[src/rtl/serial_addsub.sv]
// serial_addsub: bit-serial adder/subtractor, LSB-first, one full-adder cell and a carry flop.
module serial_addsub #(
  parameter int WIDTH = 8,
  parameter int CNT_W = $clog2(WIDTH + 1)
) (
  input  logic             clk,
  input  logic             rst_n,
  input  logic             start,
  input  logic             sub,
  input  logic [WIDTH-1:0] a,
  input  logic [WIDTH-1:0] b,
  output logic             busy,
  output logic             done,
  output logic [WIDTH-1:0] result,
  output logic             cout,
  output logic             ovf
);
  typedef enum logic [1:0] {IDLE, SHIFT, DONE} state_t;
  state_t state_q, state_d;
  logic [WIDTH-1:0] ra_q, ra_d, rb_q, rb_d, result_q, result_d;
  logic [CNT_W-1:0] cnt_q, cnt_d;
  logic carry_q, carry_d, c_msb_q, c_msb_d, cout_q, cout_d, ovf_q, ovf_d, s, c;
  always_comb begin
    s = ra_q[0] ^ rb_q[0] ^ carry_q;
    c = (ra_q[0] & rb_q[0]) | (carry_q & (ra_q[0] ^ rb_q[0]));
    state_d = state_q;
    ra_d = ra_q;
    rb_d = rb_q;
    result_d = result_q;
    cnt_d = cnt_q;
    carry_d = carry_q;
    c_msb_d = c_msb_q;
    cout_d = cout_q;
    ovf_d = ovf_q;
    if (state_q == SHIFT) begin
      result_d = {s, result_q[WIDTH-1:1]};
      ra_d = ra_q >> 1;
      rb_d = rb_q >> 1;
      carry_d = c;
      cnt_d = cnt_q + CNT_W'(1);
      if (cnt_q == CNT_W'(WIDTH - 2)) c_msb_d = c;
      if (cnt_q == CNT_W'(WIDTH - 1)) begin
        cout_d = c;
        ovf_d = c ^ c_msb_q;
        state_d = DONE;
      end
    end else if (start) begin
      // subtraction as A + ~B + 1: invert B and seed the carry with sub
      ra_d = a;
      rb_d = b ^ {WIDTH{sub}};
      carry_d = sub;
      cnt_d = '0;
      state_d = SHIFT;
    end else begin
      state_d = IDLE;
    end
  end
  always_ff @(posedge clk or negedge rst_n) begin
    if (!rst_n) begin
      state_q <= IDLE;
      ra_q <= '0;
      rb_q <= '0;
      result_q <= '0;
      cnt_q <= '0;
      carry_q <= 1'b0;
      c_msb_q <= 1'b0;
      cout_q <= 1'b0;
      ovf_q <= 1'b0;
    end else begin
      state_q <= state_d;
      ra_q <= ra_d;
      rb_q <= rb_d;
      result_q <= result_d;
      cnt_q <= cnt_d;
      carry_q <= carry_d;
      c_msb_q <= c_msb_d;
      cout_q <= cout_d;
      ovf_q <= ovf_d;
    end
  end
  assign busy = (state_q == SHIFT);
  assign done = (state_q == DONE);
  assign result = result_q;
  assign cout = cout_q;
  assign ovf = ovf_q;
endmodule

[config.mk]
export PLATFORM = sky130hd
export DESIGN_NAME = serial_addsub
export DESIGN_NICKNAME = d
export VERILOG_FILES = /design/src/rtl/serial_addsub.sv
export SDC_FILE = /design/constraint.sdc
export NUM_CORES = 1
export LEC_CHECK = 0
export BUFFER_PORTS_ARGS = -buffer_cell sky130_fd_sc_hd__buf_2
export CAP_MARGIN = 20
export CORE_ASPECT_RATIO = 1.5
export CORE_UTILIZATION = 40
export CTS_CLUSTER_SIZE = 30
export DETAILED_ROUTE_END_ITERATION = 7
export SLEW_MARGIN = 20
export SYNTH_ARGS = -nofsm -noshare
export SYNTH_HDL_FRONTEND = slang
export SYNTH_SLANG_ARGS = --single-unit
[constraint.sdc]
create_clock -name clk -period 1.57 [get_ports clk]
set_input_delay 0.2355 -clock clk [delete_from_list [all_inputs] [get_ports clk]]
set_output_delay 0.2355 -clock clk [all_outputs]
set_load 0.01 [all_outputs]
==> flow_metrics.env <==
export IMPL_status="finished clean"
export IMPL_final_area_sq_um=1930
export IMPL_htreeDepth=2
export IMPL_layout_common_cells="40 x nand2_1, 34 x dfrtp_1, 31 x buf_2"
export IMPL_area_growth_synth_to_final_pct=21.2
export IMPL_clk_latency_ps=280
export IMPL_cp_arrival_ps=1240
export IMPL_place_area_sq_um=1810
export IMPL_totalWireLength_microns=2810
export IMPL_final_common_cell="nand2_1"
export IMPL_p_comb_share_pct=39.4
export IMPL_worst_pin_slew_ps=407
export IMPL_die_area_sq_um=4250
export IMPL_gp_congestion=0.757
export IMPL_finalClockSkew_ps=4.07
export IMPL_drt_iter0_drc=33
export IMPL_grt_pass1_wl_microns=4750
export IMPL_antenna_left=0
export IMPL_setup_tns_ps=0
export IMPL_p_leak_nw=1.00
export IMPL_antenna_found_initial=0
export IMPL_wl_per_cell_microns=12.4
export IMPL_die_h_microns=79.3
export IMPL_ys_warn_count=0
export IMPL_rsz0062_at_grt="false"
export IMPL_grt_overflow_total=0
export IMPL_antenna_cells=0
export IMPL_synth_cell_types=22
export IMPL_instances_no_fill=227
export IMPL_relSlewSlack_pct=72.9
export IMPL_path_max_fanout=17
export IMPL_die_w_microns=53.5
export IMPL_hp_class="input pin to register"
export IMPL_cts_buffers=5
export IMPL_post_drt_via_cell_ratio=5.02
export IMPL_clockRootBuffer="clkbuf_8"
export IMPL_cp_cell_sequence="nand2b_4, inv_6, buf_12, buf_2"
export IMPL_p_sw_share_pct=35.9
export IMPL_setup_slack_ps=96.2
export IMPL_synth_area_leader_cell="dfrtp_1"
export IMPL_required_ps=1330
export IMPL_p_sw_mw=1.26
export IMPL_pwr_share_clk_pct=17.8
export IMPL_clockBufferDepth=2
export IMPL_vdd_ir_drop_max_uv=956
export IMPL_hold_viol=0
export IMPL_whs_ps=206
export IMPL_tritoncts="yes"
export IMPL_grt_use_total_pct=15.6
export IMPL_rows=27
export IMPL_grt_max_degree=32
export IMPL_syn_num_nets=173
export IMPL_dp_hpwl_microns=2020
export IMPL_worst_setup_path_type="register to output pin"
export IMPL_timing_critical_path_from_type="register"
export IMPL_fin_crit_ps=1470
export IMPL_clkTransAtPathRegs_ps=60
export IMPL_port_buffers=31
export IMPL_grt_pass1_vias=1122
export IMPL_dp_cells=219
export IMPL_drc=0
export IMPL_setup_viol=0
export IMPL_post_place_ws_ps=108
export IMPL_ios=32
export IMPL_finalCritPeriodShare_pct=93.9
export IMPL_netlist_area_leader_share_pct=53.4
export IMPL_initial_core_util_pct=42.5
export IMPL_fmax_mhz=679
export IMPL_synth_area_leaders="dfrtp_1 53%, mux2i_1 11%, nand2_1 9.4%"
export IMPL_endpoint_kind="output pin"
export IMPL_drive_gt1_share_pct=27.2
export IMPL_total_power_mw=3.50
export IMPL_critPathSlowestCell="dfrtp_1"
export IMPL_sequentialPowerShare_pct=42.8
export IMPL_final_util_pct=51.5
export IMPL_yosys_register_bits=34
export IMPL_cts_num_sinks=34
export IMPL_p_int_mw=2.24
export IMPL_power_density_nw_per_um2=1810
export IMPL_slew_viol_final=0
export IMPL_via_count=1139
export IMPL_max_stage_delay_ps=380
export IMPL_dr_pass1_iters=4
export IMPL_syn_area_sq_um=1590
export IMPL_netlist_instances=150
export IMPL_core_sq_um=3750
export IMPL_syn_avg_cell_area_sq_um=10.6
export IMPL_ys_seq_area_share_pct=53.4
export IMPL_fin_nets=208
export IMPL_max_cap_viol_count=0
-- power by group through the flow --
stage,Combinational [mW],Sequential (mW),Clock (mW)
after detailed placement,1.30,1.52,0
after global placement,1.28,1.49,0
after floorplan,0.864,1.52,0
final,1.38,1.50,0.622
after global routing,1.57,1.55,0.688
after CTS,1.31,1.50,0.651
-- cell families after synthesis --
family,Yosys count,synth area share (%)
adder cells (fa/ha/maj),3,2.83
AND/OR/NAND/NOR,52,14.3
XOR/XNOR,10,5.49
multiplexers,22,14.7
AO/OA/AOI/OAI,18,5.81
buffers and inverters,11,3.53
flip-flops,34,53.4
-- layout make-up --
cell class | count | area [sq um]
Timing Repair Buffer | 37 | 245
Fill cell | 356 | 1820
Sequential cell | 34 | 851
Clock buffer | 6 | 82.6
Inverter | 2 | 12.5
Tap cell | 43 | 53.8
Multi-Input combinational cell | 105 | 687
-- critical path: cells and delay by family, from the launching register on --
kind,cells,cell delay [ps]
DFF,1,380
buffers and inverters,3,410
and+or+nand+nor,1,160
-- metal layers --
layer / GRT usage [%] / share of wire [%]
met1: 16.7 / 43
met2: 26.4 / 51
met3: 5.17 / 4.2
met4: 7.63 / 2.2
met5: 0 / 0
-- what timing repair did --
action                                  CTS  global route
gates resized for setup                   0             1
hold buffers                              1             0
setup buffers                             0             0
endpoints found under the setup margin    0             1
hold endpoints to repair                 16             0
-- sequential cells by signal, indices dropped and copies added, names as in the netlist --
register,count
c_msb_q,1
carry_q,1
cnt_q,4
cout,1
ovf,1
ra_q,8
rb_q,8
result,8
state_q,2
-- worst paths after layout --
kind                       startpoint        end  slack (ps)  cells past startpoint
setup / recovery           state_q[1]       busy         100                      4
hold / removal                   a[7]    ra_q[7]         210                      3
setup reg to reg              ra_q[0]        ovf         110                      3
hold reg to reg             result[0]  result[0]         470                      2
max in group asynchronous       rst_n  result[4]         710                      3
min in group asynchronous       rst_n   cnt_q[3]         430                      2
-- synthesized netlist by cell type (all sizes together) --
| library cell | instances |
|---|---|
| buf | 5 |
| nand3b | 2 |
| clkbuf | 4 |
| nand2 | 40 |
| mux2 | 5 |
| xor2 | 9 |
| nand3 | 2 |
| o21ai | 17 |
| nor2 | 4 |
| nand2b | 1 |
| nor2b | 2 |
| a211oi | 1 |
| and3 | 1 |
| ha | 2 |
| mux2i | 17 |
| xnor2 | 1 |
| inv | 2 |
| dfrtp | 34 |
| fa | 1 |
No activity file was read; power rests on OpenSTA's default activity.
